--- src/rtl/seq_divider.sv ---
// seq_divider: iterative restoring unsigned divider, one quotient bit per clock.
// Recovers quotient and remainder from a DW-bit product and a VW-bit factor,
// which makes it the inverse/check path of the 16x16 multiplier.
//
// Optional feature macro: DIV_ZERO_DETECT_EN
//   defined   : a zero divisor at accept skips the iteration, goes straight to
//               DONE (out_valid visible in the cycle after the accepting edge)
//               and raises div_zero with quotient=all ones, remainder=dividend[VW-1:0].
//   undefined : div_zero is tied low; a zero divisor runs the full DW
//               iterations and naturally produces the same quotient/remainder.
//
// Handshake semantics (both sides): a transfer happens on a rising edge where
// valid and ready are both high. in_ready is high only in IDLE. out_valid is
// high only in DONE and, once raised, stays high with quotient/remainder/
// div_zero frozen until the edge where out_ready is sampled high. in_ready
// comes back in the cycle after that edge, so a result is never retired and a
// new operand pair accepted on the same edge.
module seq_divider #(
    parameter int DW = 32,
    parameter int VW = 16
) (
    input  logic          clk,
    input  logic          rst,
    input  logic          in_valid,
    output logic          in_ready,
    input  logic [DW-1:0] dividend,
    input  logic [VW-1:0] divisor,
    output logic          out_valid,
    input  logic          out_ready,
    output logic [DW-1:0] quotient,
    output logic [VW-1:0] remainder,
    output logic          div_zero
);

    localparam int CW = (DW > 1) ? $clog2(DW) : 1;

    typedef enum logic [1:0] {
        IDLE = 2'd0,
        RUN  = 2'd1,
        DONE = 2'd2
    } state_t;

    // FSM state, kept as a named register so checkers can bind to it directly
    state_t state;

    // Working registers. work_q starts as the dividend; each iteration shifts
    // its MSB out into the partial remainder and shifts the new quotient bit
    // in at the LSB, so after DW iterations it holds the quotient.
    logic [DW-1:0] work_q;
    logic [VW-1:0] divisor_q;
    logic [VW:0]   partial_q;
    logic [CW-1:0] count_q;

    // Next-iteration values of the datapath
    logic [VW:0]   partial_shift;
    logic [VW:0]   partial_next;
    logic [DW-1:0] work_next;
    logic          take;

    // One restoring step: shift in the next dividend bit, subtract when it fits.
    // The partial remainder is VW+1 bits: before the shift it is < divisor, so
    // after the shift it is < 2*divisor and the compare cannot overflow.
    always_comb begin
        partial_shift = {partial_q[VW-1:0], work_q[DW-1]};
        take          = (partial_shift >= {1'b0, divisor_q});
        partial_next  = partial_shift;
        if (take) begin
            partial_next = partial_shift - {1'b0, divisor_q};
        end
        work_next = {work_q[DW-2:0], take};
    end

`ifdef DIV_ZERO_DETECT_EN
    logic div_zero_q;
    assign div_zero = div_zero_q;
`else
    assign div_zero = 1'b0;
`endif

    // Control FSM with registered handshake outputs and result registers
    always_ff @(posedge clk) begin
        if (rst) begin
            state     <= IDLE;
            in_ready  <= 1'b1;
            out_valid <= 1'b0;
            quotient  <= '0;
            remainder <= '0;
            work_q    <= '0;
            divisor_q <= '0;
            partial_q <= '0;
            count_q   <= '0;
`ifdef DIV_ZERO_DETECT_EN
            div_zero_q <= 1'b0;
`endif
        end else begin
            case (state)
                IDLE: begin
                    if (in_valid && in_ready) begin
                        work_q    <= dividend;
                        divisor_q <= divisor;
                        partial_q <= '0;
                        count_q   <= CW'(DW - 1);
                        in_ready  <= 1'b0;
`ifdef DIV_ZERO_DETECT_EN
                        if (divisor == '0) begin
                            // Short-cut: publish the divide-by-zero result now
                            state      <= DONE;
                            out_valid  <= 1'b1;
                            quotient   <= '1;
                            remainder  <= dividend[VW-1:0];
                            div_zero_q <= 1'b1;
                        end else begin
                            state <= RUN;
                        end
`else
                        state <= RUN;
`endif
                    end
                end

                RUN: begin
                    work_q    <= work_next;
                    partial_q <= partial_next;
                    count_q   <= count_q - 1'b1;
                    if (count_q == '0) begin
                        // Last iteration: results become visible only here
                        state     <= DONE;
                        out_valid <= 1'b1;
                        quotient  <= work_next;
                        remainder <= partial_next[VW-1:0];
`ifdef DIV_ZERO_DETECT_EN
                        div_zero_q <= 1'b0;
`endif
                    end
                end

                DONE: begin
                    if (out_ready) begin
                        state     <= IDLE;
                        out_valid <= 1'b0;
                        in_ready  <= 1'b1;
                    end
                end

                default: begin
                    state     <= IDLE;
                    out_valid <= 1'b0;
                    in_ready  <= 1'b1;
                end
            endcase
        end
    end

endmodule

--- config.mk ---
export PLATFORM = sky130hd
export DESIGN_NAME = seq_divider
export DESIGN_NICKNAME = d
export VERILOG_FILES = /design/src/rtl/seq_divider.sv
export SDC_FILE = /design/constraint.sdc
export NUM_CORES = 1
export LEC_CHECK = 0
export ABC_AREA = 0
export BUFFER_PORTS_ARGS = -buffer_cell sky130_fd_sc_hd__buf_2
export CORE_MARGIN = 3
export CORE_UTILIZATION = 60
export CTS_CLUSTER_DIAMETER = 80
export DETAILED_ROUTE_END_ITERATION = 8
export GPL_TIMING_DRIVEN = 1
export PLACE_DENSITY = 0.85
export SYNTH_ARGS = -nofsm -noshare
export SYNTH_HDL_FRONTEND = slang
export SYNTH_SLANG_ARGS = --single-unit
--- constraint.sdc ---
create_clock -name clk -period 5.2 [get_ports clk]
set_input_delay 0.26 -clock clk [delete_from_list [all_inputs] [get_ports clk]]
set_output_delay 0.26 -clock clk [all_outputs]
set_load 0.05 [all_outputs]
==> impl_metrics.toml, run 1 <==
[yosys]
synth-edff-count = 0
ys_ff_latch = 121
ys_seq_area_frac = 0.431
async_reset_ff_frac = 0
syn_area_per_cell_um2 = 8.05
yosys.area.top_type = "dfxtp_1"
synth.area.top_cells = "dfxtp_1 43%, nand2_1 10%, a21oi_1 9.3%"
netlist_area_mm2 = 0.00561
synth_ff_type = "dfxtp_1"
yosys_warnings = 0
synth_cells = 697
synth.distinct_cells = 54
synth_top_area_frac = 0.431
synth_nets = 768

[clocking]
worst_skew_pair.late_latency_ns = 0.52
clock_sinks = 121
cts_tree = "done"
cts_root_buffer = "clkbuf_8"
clkTransAtPathRegs_ns = 0.06
clockBufferDepth = 2
htreeDepth = 4
postCtsSetupBuffers = 0
post_cts_resized = 0
cts_buffers = 17
cts_hold_buf = 14

[setup_path]
critPathMaxFanout = 19
path_buf_inv = 1
ff2ff_setup_slack_ns = 1.96
reg2reg_from = "divisor_q[6]$_SDFFE_PP0P_"
crit_path_end_kind = "register"
critPathKind = "register to register"
r2r.worst_path.cells = 8
cp_top_family = "compound AO/OA/AOI/OAI gates"
worst_path_max_delay_cell = "o21a_1"
r2r-end = "remainder[1]$_SDFFE_PP0P_"
cp_data_arrival_time_ns = 3.66
cp_data_required_time_ns = 5.62
max_stage_delay_ns = 0.82
crit_chain = "inv_1 -> ha_1 -> nand4_1 -> nor4_1 -> or3_4 -> o21a_1 -> mux2_4 -> o31ai_2"
cp-start-kind = "register"

[final_layout]
fillers = 645
regArea_mm2 = 0.00242
most-common-layout-cells = "155 x nand2_1, 121 x dfxtp_1, 104 x a21oi_1, 100 x buf_2, 32 x a22oi_1"
multi_input_area_mm2 = 0.00291
syn_to_final_growth_pct = 21.4
layout_commonest_cell = "nand2_1"
drive_gt1_frac = 0.187
nets = 855
diodes = 0

[global_routing]
grt_pass1_wl_um = 24000
grt_overflow = 0
grt_max_degree = 116
antenna_found_initial = 0
grt_use_total = 0.287
grt_pass1_vias = 5004

[routing]
first_pass_iters = 6
wirelength_um = 14800
drcViolationCount = 0
vias = 5425
wl_per_cell_um = 16.4
viasPerCell = 6.00
drtAntennaViolNets = 0
drt_iter0_drc = 416

[sta]
fmax_mhz = 308
finalHoldViolCount = 0
slew_viol_final = 0
setup_viol = 0
post-route-period-util = 0.624
tightest_slew_ns = 1.13
fin_setup_tns_ns = 0
clock-skew-final_ns = 0.00848
rsz0062_at_grt = "false"
slew_headroom = 0.249
post-route-min-period_ns = 3.24

[die]
die_y_um = 103
initial_core_util = 0.631
coreArea_mm2 = 0.00889
die_x_um = 103
io_pins = 103
placementRows = 34
dieArea_mm2 = 0.0106

[min_path]
min_path_cells = 3
worstHoldStart = "dividend[23]"
holdPathEnd = "work_q[23]$_SDFFE_PP0P_"
hold_path.class = "input pin to register"

[placed_design]
io_buffers = 101
finalWeightedCongestion = 0.898
dp_hpwl_um = 9420

[pwr]
pwr_density_cell_mw_per_mm2 = 495
fin_total_pwr_uw = 3380
irDropWorstVdd_v = 0.000306
p_leak_uw = 0.00280

[status]
status = "finished, final reports clean"

[flow_run]
cap_viol_max_count = 0
per-stage QoR:
step	instance area (um2)	worst slack (ns)	util	hold WS (ns)	cells
floorplan	5610	2.76	-	0.396	697
global placement	6090	2.13	0.685	0.439	859
detailed placement	6090	2.09	0.685	0.445	859
CTS	6820	2.01	0.767	0.0000344	904
global route	6820	1.81	0.767	0.00588	904
finish	6820	1.96	0.767	0.0221	904
worst register-to-register path, delay by kind of cell (launching register included):
kind	cells	cell delay [ns]
simple gates	3	0.86
buf+inv	1	0.04
compound gates	2	1.05
fa+ha+maj	1	0.50
flops	1	0.32
mux	1	0.39
Yosys cell counts (3+ instances only):
cell type    n
xnor2_1      5
inv_1       24
nand3b_1     6
ha_1        18
o21ai_0     30
nand3_1      6
nor2_1      33
nor3b_1      3
a211oi_1    16
a2111oi_0    3
dfxtp_1    121
clkbuf_1    44
a211o_1      4
nor3_1       6
a311oi_1     6
o221ai_1     3
nor2b_1      4
nor4_1       3
nand4_1      5
nand2b_1     9
a22oi_1     32
a21oi_1    104
o31ai_1      3
nand2_1    155
a21o_1       6
buf_4        3
mux2i_1     10
kinds of logic (layout without fill, tap and decap cells):
kind of cell,count (synthesis),after routing,synth area share
simple gates,240,240,0.185
xor+xnor,5,5,0.00780
flops,121,121,0.431
mux,12,12,0.0232
compound gates,225,225,0.255
buf+inv,74,173,0.0533
other cells,1,1,0.000668
fa+ha+maj,19,19,0.0437
final cells by class:
cell class | instances | share of cell area
multi-input combinational | 502 | 0.427
inverter | 24 | 0.0132
clock buffer | 17 | 0.0608
tap | 108 | 0.0198
sequential | 121 | 0.355
timing repair buffer | 118 | 0.0984
clock inverter | 14 | 0.0253
state kept, by name (all words and copies together) (netlist names):
register,flops
in_ready,1
remainder,16
divisor_q,16
partial_q,16
quotient,32
out_valid,1
count_q,5
state,2
work_q,32
worst max-delay path by stage:
stage,from,cells past startpoint,to
CTS,divisor_q[6]$_SDFFE_PP0P_,8,remainder[1]$_SDFFE_PP0P_
global placement,divisor_q[6]$_SDFFE_PP0P_,8,remainder[1]$_SDFFE_PP0P_
floorplan,divisor_q[14]$_SDFFE_PP0P_,9,remainder[0]$_SDFFE_PP0P_
global route,divisor_q[6]$_SDFFE_PP0P_,8,remainder[7]$_SDFFE_PP0P_
finish,divisor_q[6]$_SDFFE_PP0P_,8,remainder[1]$_SDFFE_PP0P_
detailed placement,divisor_q[6]$_SDFFE_PP0P_,8,remainder[1]$_SDFFE_PP0P_
routing by layer:
metal / vias to the layer above / GRT usage / wire (um)
li1: 2630 / - / -
met1: 2551 / 0.371 / 6270
met4: 0 / 0.0966 / 250
met5: - / 0 / 0
met2: 220 / 0.472 / 7270
met3: 24 / 0.0690 / 1040
where the power goes:
part | internal, uW | switching (uW) | total (uW)
Combinational | 425 | 709 | 1130
Sequential | 1010 | 62.0 | 1070
Clock | 730 | 444 | 1170
Power figures use the tool's default switching activity.
==> run 2: changes to the inputs <==
CORE_UTILIZATION = 56   (was 60)
PLACE_DENSITY = 0.8   (was 0.85)
clock period = 3.2 ns   (was 5.2 ns; I/O delays follow)
==> impl_metrics.toml, run 2 (synthesized netlist as in run 1, its figures left out) <==
[setup_path]
startpoint = "divisor_q[3]$_SDFFE_PP0P_"
critPathMaxFanout = 10
ff2ff_setup_slack_ns = 0.25
r2r.worst_path.cells = 9
endpoint = "partial_q[4]$_SDFFE_PP0P_"
cp-start-kind = "register"
cp_data_required_time_ns = 3.58
r2r-end = "partial_q[4]$_SDFFE_PP0P_"
cp_data_arrival_time_ns = 3.33
crit_path_end_kind = "register"
critPathKind = "register to register"
reg2reg_from = "divisor_q[3]$_SDFFE_PP0P_"

[routing]
viasPerCell = 5.87
drt_iter0_drc = 437
wl_per_cell_um = 17.0
wirelength_um = 16500
drcViolationCount = 0
first_pass_iters = 7
drtAntennaViolNets = 0
vias = 5696

[pwr]
seq_power_share = 0.311
switching_power_uw = 2080
switching_share = 0.371
p_comb_frac = 0.352
pwr_density_cell_mw_per_mm2 = 772
cellInternalPower_uw = 3520
p_clk_frac = 0.337
irDropWorstVdd_v = 0.000637
p_leak_uw = 0.00298

[min_path]
hold_path.class = "input pin to register"

[die]
placementRows = 35
die_y_um = 106
coreArea_mm2 = 0.00950
io_pins = 103
initial_core_util = 0.591
die_x_um = 106
dieArea_mm2 = 0.0113

[final_layout]
reg_top3 = "quotient (32), work_q (32)"
drive_gt1_frac = 0.188
layout_commonest_cell = "nand2_1"
most-common-layout-cells = "155 x nand2_1, 121 x dfxtp_1, 104 x a21oi_1, 100 x buf_2, 49 x dlygate4sd3_1"
nets = 898
syn_to_final_growth_pct = 29.2
fillers = 668
finalInstanceArea_mm2 = 0.00725

[clocking]
cts_tree = "done"
worst_skew_pair.late_latency_ns = 0.52
cts_root_buffer = "clkbuf_8"
post_cts_resized = 0
clkTransAtPathRegs_ns = 0.06
clockBufferDepth = 2
clock_sinks = 121
cts_buffers = 17
htreeDepth = 4

[sta]
slew_headroom = 0.363
tightest_slew_ns = 0.951
post-route-min-period_ns = 2.95
clock-skew-final_ns = 0.00738
finalHoldViolCount = 0
setup_viol = 0
rsz0062_at_grt = "false"
fmax_mhz = 339
post-route-period-util = 0.921
fin_setup_tns_ns = 0
slew_viol_final = 0

[global_routing]
grt_use_total = 0.297
antenna_found_initial = 1
grt_max_degree = 62
grt_overflow = 0
grt_pass1_vias = 5548
grt_pass1_wl_um = 27000

[placed_design]
io_buffers = 101
finalWeightedCongestion = 0.894
dp_hpwl_um = 10100
placed_cell_area_mm2 = 0.00618

[status]
status = "finished, final reports clean"

[flow_run]
cap_viol_max_count = 0
run 2: cell types whose count changed in the layout (fill, tap and decap cells not counted), sizes merged:
cell and change:
bufinv -1, inv +3, buf +8, dlygate4sd3 +35, clkbuf +1, diode +1
clkinv -2
run 2: layout make-up:
class                   instances  area [um2]  area share
repair buffers                161        1080       0.149
well taps                     129         161      0.0223
clock buffers                  18         418      0.0576
clock inverters                14         161      0.0223
diodes                          1        2.50    0.000345
multi-input cells             502        2920       0.402
inverters                      24        90.1      0.0124
flip-flops and latches        121        2420       0.334
run 2: per-layer routing:
| metal | vias to the layer above | track usage | share of wire |
|---|---|---|---|
| li1 | 2712 | - | - |
| met1 | 2689 | 0.379 | 0.43 |
| met2 | 251 | 0.498 | 0.48 |
| met3 | 44 | 0.0510 | 0.066 |
| met4 | 0 | 0.122 | 0.025 |
| met5 | - | 0 | 0 |
run 2: per-stage QoR:
step            util  total power [uW]  instances  hold slack, ns  worst slack (ns)
2_1_floorplan      -              3190        697           0.296             0.756
6_report       0.763              5600        970          0.0649             0.252
4_1_cts        0.763              5560        969          0.0496             0.284
3_5_place_dp   0.650              3610        888           0.406             0.342
5_1_grt        0.763              5850        970          0.0559            0.0338
3_3_place_gp   0.650              3590        888           0.399             0.418
run 2: worst min-delay path by stage:
stage / startpoint / end / depth (start not counted)
CTS: in_valid / in_ready$_SDFFE_PP1P_ / 3
global route: in_valid / in_ready$_SDFFE_PP1P_ / 3
detailed placement: divisor[13] / divisor_q[13]$_SDFFE_PP0P_ / 3
global placement: divisor[7] / divisor_q[7]$_SDFFE_PP0P_ / 3
floorplan: divisor[10] / divisor_q[10]$_SDFFE_PP0P_ / 2
finish: in_valid / in_ready$_SDFFE_PP1P_ / 3
run 2: power groups by stage:
stage | Combinational, uW | Sequential (uW) | Clock [uW]
final | 1970 | 1740 | 1890
after detailed placement | 1860 | 1760 | 0
after CTS | 1930 | 1730 | 1900
after global routing | 2140 | 1750 | 1960
after floorplan | 1370 | 1820 | 0
after global placement | 1830 | 1750 | 0
run 2: what timing repair did:
item | CTS | global route
hold buffers | 49 | 0
endpoints found under the hold margin | 49 | 0
setup buffers | 0 | 0
run 2: worst max-delay path, cell delays in order (launching register included):
cell       delay (ns)
dfxtp_1          0.35
inv_1            0.06
ha_1             0.41
o21ai_0          0.16
a21o_1           0.24
a2111oi_4        0.39
o21a_1           0.57
buf_4            0.25
mux2i_1          0.24
o21ai_0          0.12
==> run 3: changes to the inputs <==
CORE_UTILIZATION = 45   (was 56)
HOLD_SLACK_MARGIN = 0.03   (was not set)
PLACE_DENSITY = not set   (was 0.8)
PLACE_DENSITY_LB_ADDON = 0.25   (was not set)
==> impl_metrics.toml, run 3 (synthesized netlist as in run 1, its figures left out) <==
[final_layout]
drive_gt1_frac = 0.188
finalInstanceArea_mm2 = 0.00712
syn_to_final_growth_pct = 26.7
reg_top3 = "quotient (32), work_q (32)"
post-route-util = 0.588
regArea_mm2 = 0.00242
fillers = 1177
multi_input_area_mm2 = 0.00292
layout_commonest_cell = "nand2_1"
most-common-layout-cells = "155 x nand2_1, 121 x dfxtp_1, 104 x a21oi_1, 100 x buf_2, 36 x dlygate4sd3_1"
diodes = 0
nets = 886

[status]
status = "finished, final reports clean"

[setup_path]
r2r.worst_path.cells = 9
cp_data_required_time_ns = 3.47
critPathMaxFanout = 13
cp-start-kind = "register"
ff2ff_setup_slack_ns = 0.52
critPathKind = "register to register"
crit_path_end_kind = "register"
cp_data_arrival_time_ns = 2.95
reg2reg_from = "divisor_q[6]$_SDFFE_PP0P_"
r2r-end = "remainder[9]$_SDFFE_PP0P_"

[clocking]
cts_buffers = 17
clock_sinks = 121
clkTransAtPathRegs_ns = 0.06
worst_skew_pair.late_latency_ns = 0.42
cts_tree = "done"
htreeDepth = 4
postCtsSetupBuffers = 0
post_cts_resized = 0
clockBufferDepth = 2
cts_root_buffer = "clkbuf_16"

[pwr]
seq_power_share = 0.322
p_comb_frac = 0.363
p_leak_uw = 0.00291
pwr_density_cell_mw_per_mm2 = 753
p_clk_frac = 0.315
cellInternalPower_uw = 3420
switching_share = 0.362
switching_power_uw = 1940
irDropWorstVdd_v = 0.000363
fin_total_pwr_uw = 5360

[min_path]
hold_path.class = "input pin to register"
min_path_cells = 3
worstHoldStart = "divisor[3]"
holdPathEnd = "divisor_q[3]$_SDFFE_PP0P_"

[placed_design]
finalWeightedCongestion = 0.872
placed_cell_area_mm2 = 0.00624
io_buffers = 101
dp_hpwl_um = 10200

[routing]
drtAntennaViolNets = 0
wirelength_um = 15000
drcViolationCount = 0
viasPerCell = 5.36
vias = 5341
first_pass_iters = 5
drt_iter0_drc = 338
wl_per_cell_um = 15.1

[sta]
rsz0062_at_grt = "false"
slew_headroom = 0.457
timing.hold.ws_ns = 0.0329
post-route-period-util = 0.837
clock-skew-final_ns = 0.00579
finalHoldViolCount = 0
setup_viol = 0
slew_viol_final = 0
fmax_mhz = 373
tightest_slew_ns = 0.813
fin_setup_tns_ns = 0
post-route-min-period_ns = 2.68

[die]
die_y_um = 118
die_x_um = 118
io_pins = 103
placementRows = 40
initial_core_util = 0.464
coreArea_mm2 = 0.0121
dieArea_mm2 = 0.0139

[global_routing]
grt_pass1_wl_um = 25100
grt_use_total = 0.218
grt_pass1_vias = 5149
antenna_found_initial = 0
grt_max_degree = 53
grt_overflow = 0

[flow_run]
cap_viol_max_count = 0
[run 3: timing repair]
action	CTS	global route
endpoints found under the hold margin	36	0
endpoints found under the setup margin	0	0
hold buffers	36	0
[run 3: worst max-delay path, stage by stage (launching register included)]
cell and delay [ns]:
dfxtp_1 0.33, inv_1 0.04, ha_1 0.51, nand4_1 0.23, nor4_1 0.44, or3_4 0.21
o21a_1 0.12, buf_4 0.25, mux2i_1 0.28, a211oi_1 0.12
[run 3: power by group through the flow]
stage,sequential (uW),clock (uW),combinational (uW)
global route,1740,1790,2150
floorplan,1820,0,1370
CTS,1730,1710,1940
finish,1730,1690,1940
detailed placement,1760,0,1890
global placement,1750,0,1870
[run 3: per-stage QoR]
stage / std cells / setup slack [ns]
2_1_floorplan: 697 / 0.756
3_3_place_gp: 928 / 0.615
3_5_place_dp: 928 / 0.568
4_1_cts: 996 / 0.556
5_1_grt: 996 / 0.305
6_report: 996 / 0.522
[run 3: how the worst max path moves through the flow]
| stage | startpoint | to | slack (ns) | cells after the start |
|---|---|---|---|---|
| global placement | divisor_q[6]$_SDFFE_PP0P_ | remainder[0]$_SDFFE_PP0P_ | 0.62 | 8 |
| floorplan | divisor_q[14]$_SDFFE_PP0P_ | remainder[0]$_SDFFE_PP0P_ | 0.76 | 9 |
| finish | divisor_q[6]$_SDFFE_PP0P_ | remainder[9]$_SDFFE_PP0P_ | 0.52 | 9 |
| detailed placement | divisor_q[6]$_SDFFE_PP0P_ | remainder[0]$_SDFFE_PP0P_ | 0.57 | 8 |
| CTS | divisor_q[6]$_SDFFE_PP0P_ | remainder[0]$_SDFFE_PP0P_ | 0.56 | 8 |
| global route | divisor_q[9]$_SDFFE_PP0P_ | remainder[9]$_SDFFE_PP0P_ | 0.31 | 9 |
[run 3: area by class of cell]
type	count	area share
repair buffers	149	0.135
inverters	24	0.0127
clock inverters	9	0.00703
multi-input cells	502	0.410
clock buffers	23	0.0658
flip-flops and latches	121	0.340
well taps	168	0.0295
[run 3: routing by layer]
layer / up-vias / global-route usage / routed length [um]
met2: 133 / 0.356 / 7080
li1: 2682 / - / -
met4: 0 / 0.0799 / 303
met5: - / 0 / 0
met1: 2505 / 0.270 / 6780
met3: 21 / 0.0716 / 848
